## config.mk

```make
export PLATFORM = sky130hd
export DESIGN_NAME = pipe_stage_reg
export DESIGN_NICKNAME = d
export VERILOG_FILES = /design/src/rtl/cpu_pkg.sv /design/src/rtl/pipe_entry.sv /design/src/rtl/pipe_stage_reg.sv
export SDC_FILE = /design/constraint.sdc
export NUM_CORES = 1
export LEC_CHECK = 0
export ABC_CLOCK_PERIOD_IN_PS = 3600
export CAP_MARGIN = 20
export CORE_MARGIN = 8
export CORE_UTILIZATION = 40
export CTS_CLUSTER_SIZE = 16
export DETAILED_ROUTE_END_ITERATION = 10
export PLACE_DENSITY = 0.7
export REMOVE_ABC_BUFFERS = 1
export SYNTH_ARGS = -nofsm -noshare
export SYNTH_HDL_FRONTEND = slang
export SYNTH_SLANG_ARGS = --single-unit
```

## constraint.sdc

```tcl
create_clock -name clk -period 3.6 [get_ports clk]
set_input_delay 1.08 -clock clk [delete_from_list [all_inputs] [get_ports clk]]
set_output_delay 1.08 -clock clk [all_outputs]
set_load 0.01 [all_outputs]
```

## src/rtl/cpu_pkg.sv

```systemverilog
// ---------------------------------------------------------------------------
// cpu_pkg
//   Shared definitions for the CPU pipeline slice.
//   - Default widths of the pipeline register fields (control, data, dest).
//   - Bit positions of the individual control signals inside the ctrl field.
//   - State encoding of a pipeline stage register and a helper that maps a
//     state to the number of beats it holds.
// ---------------------------------------------------------------------------
package cpu_pkg;

  // Default field widths
  localparam int CPU_CTRL_W = 32'sd6;
  localparam int CPU_DATA_W = 32'sd32;
  localparam int CPU_ADDR_W = 32'sd4;

  // Control field layout: {reg_write, mem_write, mem_to_reg, alu_src, alu_ctl[1:0]}
  localparam int CTRL_REG_WRITE_BIT  = 32'sd5;
  localparam int CTRL_MEM_WRITE_BIT  = 32'sd4;
  localparam int CTRL_MEM_TO_REG_BIT = 32'sd3;
  localparam int CTRL_ALU_SRC_BIT    = 32'sd2;
  localparam int CTRL_ALU_CTL_MSB    = 32'sd1;
  localparam int CTRL_ALU_CTL_LSB    = 32'sd0;

  // Stage state; the encoding equals the number of held beats
  typedef enum logic [1:0] {
    ST_EMPTY = 2'd0,
    ST_ONE   = 2'd1,
    ST_TWO   = 2'd2
  } stage_state_e;

  // Number of beats held in a given state
  function automatic logic [1:0] state_to_occ(input stage_state_e st);
    logic [1:0] occ;
    case (st)
      ST_EMPTY: occ = 2'd0;
      ST_ONE:   occ = 2'd1;
      ST_TWO:   occ = 2'd2;
      default:  occ = 2'd0;
    endcase
    return occ;
  endfunction

endpackage

```

## src/rtl/pipe_entry.sv

```systemverilog
// ---------------------------------------------------------------------------
// pipe_entry
//   One pipeline beat register (ctrl, data, waddr held together).
//   Ports:
//     clk, reset        - clock, asynchronous active-high reset (clears beat)
//     load              - capture d_* on the rising edge
//     clear             - zero the beat on the rising edge (wins over load)
//     d_ctrl/d_data/d_waddr - beat to capture
//     q_ctrl/q_data/q_waddr - held beat
// ---------------------------------------------------------------------------
module pipe_entry
  import cpu_pkg::*;
#(
  parameter int CTRL_W = CPU_CTRL_W,
  parameter int DATA_W = CPU_DATA_W,
  parameter int ADDR_W = CPU_ADDR_W
) (
  input  logic              clk,
  input  logic              reset,
  input  logic              load,
  input  logic              clear,
  input  logic [CTRL_W-1:0] d_ctrl,
  input  logic [DATA_W-1:0] d_data,
  input  logic [ADDR_W-1:0] d_waddr,
  output logic [CTRL_W-1:0] q_ctrl,
  output logic [DATA_W-1:0] q_data,
  output logic [ADDR_W-1:0] q_waddr
);

  // Beat storage: clear has priority so an empty entry always reads as zero
  always_ff @(posedge clk or posedge reset) begin
    if (reset) begin
      q_ctrl  <= '0;
      q_data  <= '0;
      q_waddr <= '0;
    end else if (clear) begin
      q_ctrl  <= '0;
      q_data  <= '0;
      q_waddr <= '0;
    end else if (load) begin
      q_ctrl  <= d_ctrl;
      q_data  <= d_data;
      q_waddr <= d_waddr;
    end
  end

endmodule

```

## src/rtl/pipe_stage_reg.sv

```systemverilog
// ---------------------------------------------------------------------------
// pipe_stage_reg
//   Valid/ready pipeline stage register carrying {ctrl, data, waddr}.
//   SKID=1: two entries (head + skid), in_ready is a register output.
//   SKID=0: one entry, in_ready = out_ready || !out_valid.
//   Ports:
//     clk, reset            - clock, asynchronous active-high reset
//     in_valid/in_ready     - upstream handshake
//     in_ctrl/data/waddr    - incoming beat
//     flush                 - synchronous squash of every held/incoming beat
//     out_valid/out_ready   - downstream handshake
//     out_ctrl/data/waddr   - oldest held beat, all-zero when out_valid=0
//     occupancy             - number of held beats (0..2)
// ---------------------------------------------------------------------------
module pipe_stage_reg
  import cpu_pkg::*;
#(
  parameter int CTRL_W = CPU_CTRL_W,
  parameter int DATA_W = CPU_DATA_W,
  parameter int ADDR_W = CPU_ADDR_W,
  parameter int SKID   = 32'sd1
) (
  input  logic              clk,
  input  logic              reset,
  input  logic              in_valid,
  output logic              in_ready,
  input  logic [CTRL_W-1:0] in_ctrl,
  input  logic [DATA_W-1:0] in_data,
  input  logic [ADDR_W-1:0] in_waddr,
  input  logic              flush,
  output logic              out_valid,
  input  logic              out_ready,
  output logic [CTRL_W-1:0] out_ctrl,
  output logic [DATA_W-1:0] out_data,
  output logic [ADDR_W-1:0] out_waddr,
  output logic [1:0]        occupancy
);

  stage_state_e      state_r;
  stage_state_e      state_next_s;
  logic              out_valid_r;
  logic [1:0]        occupancy_r;
  logic              in_ready_r;

  logic              accept_s;
  logic              emit_s;
  logic              head_load_s;
  logic              head_clear_s;
  logic              head_sel_skid_s;
  logic              skid_load_s;
  logic              skid_clear_s;

  logic [CTRL_W-1:0] head_d_ctrl_s;
  logic [DATA_W-1:0] head_d_data_s;
  logic [ADDR_W-1:0] head_d_waddr_s;
  logic [CTRL_W-1:0] skid_q_ctrl_s;
  logic [DATA_W-1:0] skid_q_data_s;
  logic [ADDR_W-1:0] skid_q_waddr_s;

  assign accept_s  = in_valid && in_ready;
  assign emit_s    = out_valid_r && out_ready;
  assign out_valid = out_valid_r;
  assign occupancy = occupancy_r;

  // Next-state and entry load/clear decode; flush overrides everything
  always_comb begin
    state_next_s    = state_r;
    head_load_s     = 1'b0;
    head_clear_s    = 1'b0;
    head_sel_skid_s = 1'b0;
    skid_load_s     = 1'b0;
    skid_clear_s    = 1'b0;
    if (flush) begin
      state_next_s = ST_EMPTY;
      head_clear_s = 1'b1;
      skid_clear_s = 1'b1;
    end else begin
      case (state_r)
        ST_EMPTY: begin
          if (accept_s) begin
            head_load_s  = 1'b1;
            state_next_s = ST_ONE;
          end else begin
            state_next_s = ST_EMPTY;
          end
        end
        ST_ONE: begin
          if (accept_s && emit_s) begin
            // Old beat leaves while the new one takes its place
            head_load_s  = 1'b1;
            state_next_s = ST_ONE;
          end else if (accept_s) begin
            // Only reachable with a skid entry: pass-through ready
            // guarantees an emit whenever ONE accepts
            if (SKID != 32'sd0) begin
              skid_load_s  = 1'b1;
              state_next_s = ST_TWO;
            end else begin
              state_next_s = ST_ONE;
            end
          end else if (emit_s) begin
            head_clear_s = 1'b1;
            state_next_s = ST_EMPTY;
          end else begin
            state_next_s = ST_ONE;
          end
        end
        ST_TWO: begin
          if (emit_s) begin
            // Skid beat moves up to the output on the same edge
            head_load_s     = 1'b1;
            head_sel_skid_s = 1'b1;
            skid_clear_s    = 1'b1;
            state_next_s    = ST_ONE;
          end else begin
            state_next_s = ST_TWO;
          end
        end
        default: begin
          state_next_s = ST_EMPTY;
          head_clear_s = 1'b1;
          skid_clear_s = 1'b1;
        end
      endcase
    end
  end

  // Head entry source: the skid entry when draining TWO, otherwise the input
  always_comb begin
    if (head_sel_skid_s) begin
      head_d_ctrl_s  = skid_q_ctrl_s;
      head_d_data_s  = skid_q_data_s;
      head_d_waddr_s = skid_q_waddr_s;
    end else begin
      head_d_ctrl_s  = in_ctrl;
      head_d_data_s  = in_data;
      head_d_waddr_s = in_waddr;
    end
  end

  // Stage FSM with registered valid, occupancy and ready
  always_ff @(posedge clk or posedge reset) begin
    if (reset) begin
      state_r     <= ST_EMPTY;
      out_valid_r <= 1'b0;
      occupancy_r <= 2'd0;
      in_ready_r  <= 1'b0;
    end else begin
      state_r     <= state_next_s;
      out_valid_r <= (state_next_s != ST_EMPTY);
      occupancy_r <= state_to_occ(state_next_s);
      in_ready_r  <= (state_next_s != ST_TWO);
    end
  end

  pipe_entry #(
    .CTRL_W (CTRL_W),
    .DATA_W (DATA_W),
    .ADDR_W (ADDR_W)
  ) u_head_entry (
    .clk     (clk),
    .reset   (reset),
    .load    (head_load_s),
    .clear   (head_clear_s),
    .d_ctrl  (head_d_ctrl_s),
    .d_data  (head_d_data_s),
    .d_waddr (head_d_waddr_s),
    .q_ctrl  (out_ctrl),
    .q_data  (out_data),
    .q_waddr (out_waddr)
  );

  generate
    if (SKID != 32'sd0) begin : g_skid
      assign in_ready = in_ready_r;

      pipe_entry #(
        .CTRL_W (CTRL_W),
        .DATA_W (DATA_W),
        .ADDR_W (ADDR_W)
      ) u_skid_entry (
        .clk     (clk),
        .reset   (reset),
        .load    (skid_load_s),
        .clear   (skid_clear_s),
        .d_ctrl  (in_ctrl),
        .d_data  (in_data),
        .d_waddr (in_waddr),
        .q_ctrl  (skid_q_ctrl_s),
        .q_data  (skid_q_data_s),
        .q_waddr (skid_q_waddr_s)
      );
    end else begin : g_pass
      logic skid_unused_s;

      // in_ready_r is 0 in reset and 1 afterwards (TWO is never entered),
      // so it keeps in_ready low while reset is held
      assign in_ready       = in_ready_r && (out_ready || !out_valid_r);
      assign skid_q_ctrl_s  = '0;
      assign skid_q_data_s  = '0;
      assign skid_q_waddr_s = '0;
      assign skid_unused_s  = skid_load_s ^ skid_clear_s;
    end
  endgenerate

endmodule

```

==> summary.md <==
| Metric | Value |
|---|---|
| FF+latch count, synth | `90` |
| Adder-cell share of the synthesized area | `0.331%` |
| Setup slack at placement | `221 ps` |
| Core Area | `9200 um^2` |
| Tot Pwr | `0.00223 W` |
| Cell variety after synth | `24` |
| Least-Margin Pin Slew | `1030 ps` |
| Root Driver | `clkbuf_8` |
| Combinational family with the most area after synthesis | `compound AO/OA/AOI/OAI gates` |
| Layout cells sized above 1 | `8.49%` |
| Area grow syn2layout | `31.9%` |
| Critical Path Fanout Max | `22` |
| Post-Synthesis Cells | `273` |
| Hold/Removal Path Class | `register to register` |
| Post-CTS setup buffer count | `0` |
| Post-CTS resize count | `0` |
| Global-route wire length before repair | `14,800 um` |
| Post-synthesis mux area share | `11.4%` |
| Hold Path Stages | `1` |
| Combinational power share | `17.9%` |
| GR Overflow Total | `0` |
| Design area | `4980 um^2` |
| Avg Cell Area, Syn | `13.8 um^2` |
| Sw Ratio | `26.9%` |
| Max-slew headroom | `31.1%` |
| Worst-case reg-to-reg path depth | `8` |
| DRT iter0 DRCs | `114` |
| P_int | `0.00163 W` |
| Placed Area | `4780 um^2` |
| Core Util, Final | `54.2%` |
| Rows | `35` |
| DP HPWL | `5850 um` |
| Clock sink count | `90` |
| Most frequent cells in the layout | `clkdlybuf4s50_1, dfrtp_1, mux2i_1, a22o_1, o2bb2ai_1` |
| Post-Synth XOR/XNOR Area | `0%` |
| PD cells | `448 nW/um^2` |
| Die Ht | `113 um` |
| Tmin final | `3050 ps` |
| Port Buffers | `92` |
| Final GP Congestion | `0.718` |
| Number of global-route vias before repair | `2,864` |
| Startpoint Class | `input port` |
| Kind of critical path | `input port to register` |
| DR vias | `2,632` |
| Tot GR Track Use | `14.4%` |
| Unrepaired setup endpoints after global routing | `false` |
| Simple-Gate Fraction of Synth Area | `2.35%` |
| Via-to-Cell Ratio | `5.53` |
| Cts hold-fix bufs | `0` |
| Seq/Total Area, Yosys | `59.6%` |
| Final Cycle Share | `84.6%` |
| Post-DRT Antenna Nets | `0` |
| Synthesized area | `3780 um^2` |
| Initial core utilization | `41.1%` |
| Skew final | `12.8 ps` |
| Latest clock arrival within the worst-skew pair | `340 ps` |
| Fill count | `787` |
| Worst Path Arrival | `3300 ps` |
| Commonest non-fill, non-tap cell in the layout | `clkdlybuf4s50_1` |
| Worst setup EP type | `register` |
| Pleak | `2.07 nW` |
| DRT Pass-1 Iters | `6` |
| Largest net degree at the start of global routing | `43` |
| CTS HTree Levels | `3` |
| Reg clk slew, reported paths | `80 ps` |
| CTS tree | `done` |
| Initial antenna violation count | `0` |
| DR WL/cell | `18.9 um` |
| Area of the die | `12,800 um^2` |
| Worst ir drop on vdd | `0.181 mV` |
| Sequential Power Share | `50.9%` |
| Drt total wl | `9010 um` |
| Post-synthesis compound-gate area fraction | `21.2%` |
| Clk pwr share | `31.2%` |
| Hold Violations, Final | `0` |
| Critical Path RT | `3860 ps` |
| Residual DRC | `0` |
| Fmax | `0.328 GHz` |
| Die W | `113 um` |
| Psw | `0.000601 W` |
| Diode count | `0` |
| I/O pin cnt | `93` |
| Inserted Clock Buffers | `9` |
| YS warnings | `0` |
| Final setup viols | `0` |
| Max Transition Viols Final | `0` |
| # nets final | `408` |
| CTS max path bufs | `2` |
| Final hold slack | `491 ps` |
| Setup WS post-layout | `555 ps` |
| Max-cap violation count | `0` |
| Status | `completed` |
## worst paths after layout
| check | from | end | slack, ps |
|---|---|---|---|
| max | out_ready | u_head_entry.q_ctrl[4]$_DFFE_PP0P_ | 550 |
| max reg2reg | out_valid$_DFF_PP0_ | u_head_entry.q_ctrl[4]$_DFFE_PP0P_ | 1330 |
| min in group asynchronous | reset | state_r[0]$_DFF_PP0_ | 930 |
| max in group asynchronous | reset | u_head_entry.q_data[16]$_DFFE_PP0P_ | 1930 |
| min reg2reg | u_head_entry.q_waddr[3]$_DFFE_PP0P_ | u_head_entry.q_waddr[3]$_DFFE_PP0P_ | 490 |
| min | u_head_entry.q_waddr[3]$_DFFE_PP0P_ | u_head_entry.q_waddr[3]$_DFFE_PP0P_ | 490 |
## Yosys cell counts
cell type / count / area (um^2)
nand3b_1: 1 / 7.51
a21oi_2: 1 / 8.76
buf_2: 14 / 70.1
inv_1: 2 / 7.51
a21oi_1: 5 / 25.0
ha_1: 1 / 12.5
buf_4: 1 / 7.51
nand2b_1: 1 / 6.26
nand3_1: 2 / 10.0
mux2i_1: 43 / 430
a22o_1: 42 / 368
nor2_1: 3 / 11.3
buf_6: 9 / 101
nor3_2: 1 / 10.0
and3b_1: 1 / 8.76
o2bb2ai_1: 42 / 368
and2_1: 1 / 6.26
nand2_1: 5 / 18.8
o21ai_1: 3 / 15.0
o31ai_1: 1 / 7.51
o21ba_1: 1 / 10.0
inv_2: 1 / 3.75
nor3_1: 2 / 10.0
dfrtp_1: 90 / 2250
## logic make-up after synthesis
group,Yosys count
AO/OA/AOI/OAI,95
adder cells (fa/ha/maj),1
buffers and inverters,27
flip-flops,90
multiplexers,43
AND/OR/NAND/NOR,17
## power groups by stage
stage | Combinational [W] | Clock (W) | Sequential, W
2_1_floorplan | 0.000147 | 0 | 0.00117
3_3_place_gp | 0.000389 | 0 | 0.00115
3_5_place_dp | 0.000405 | 0 | 0.00115
4_1_cts | 0.000405 | 0.000718 | 0.00114
5_1_grt | 0.000431 | 0.000765 | 0.00115
6_report | 0.000399 | 0.000696 | 0.00114
## state kept, by name (all words and copies together), names as in the netlist, 2 cells and up
signal                       flops
g_skid.u_skid_entry.q_data      32
u_head_entry.q_data             32
g_skid.u_skid_entry.q_ctrl       6
u_head_entry.q_ctrl              6
g_skid.u_skid_entry.q_waddr      4
u_head_entry.q_waddr             4
occupancy                        2
state_r                          2
## area by class of cell
cell class,count,area (um^2),area share (%)
Clock buffer,10,138,2.76
Multi-Input combinational cell,156,1360,27.4
Sequential cell,90,2250,45.2
Clock inverter,6,63.8,1.28
Timing Repair Buffer,100,1010,20.3
Inverter,3,12.5,0.251
Tap cell,111,139,2.79
## metrics by stage
step	std cells	TNS [ps]
after floorplan	249	-146790
after global placement	459	0
after detailed placement	460	0
after CTS	476	0
after global routing	476	0
final	476	0
## critical path, stage by stage
cell             delay (ps)
clkdlybuf4s50_1         450
nand2_1                 170
inv_2                    90
ha_1                    240
a21oi_1                 150
o21ai_1                 110
a21oi_4                 610
buf_16                  240
o2bb2ai_1               130
## per-layer routing
layer	routed length, um	GRT usage (%)	vias up
met2	4270	22.9	81
met1	4090	17.8	1332
li1	-	-	1217
met3	622	4.74	2
met4	21	4.97	0
met5	0	0	-
(Power assumes the default switching activity.)
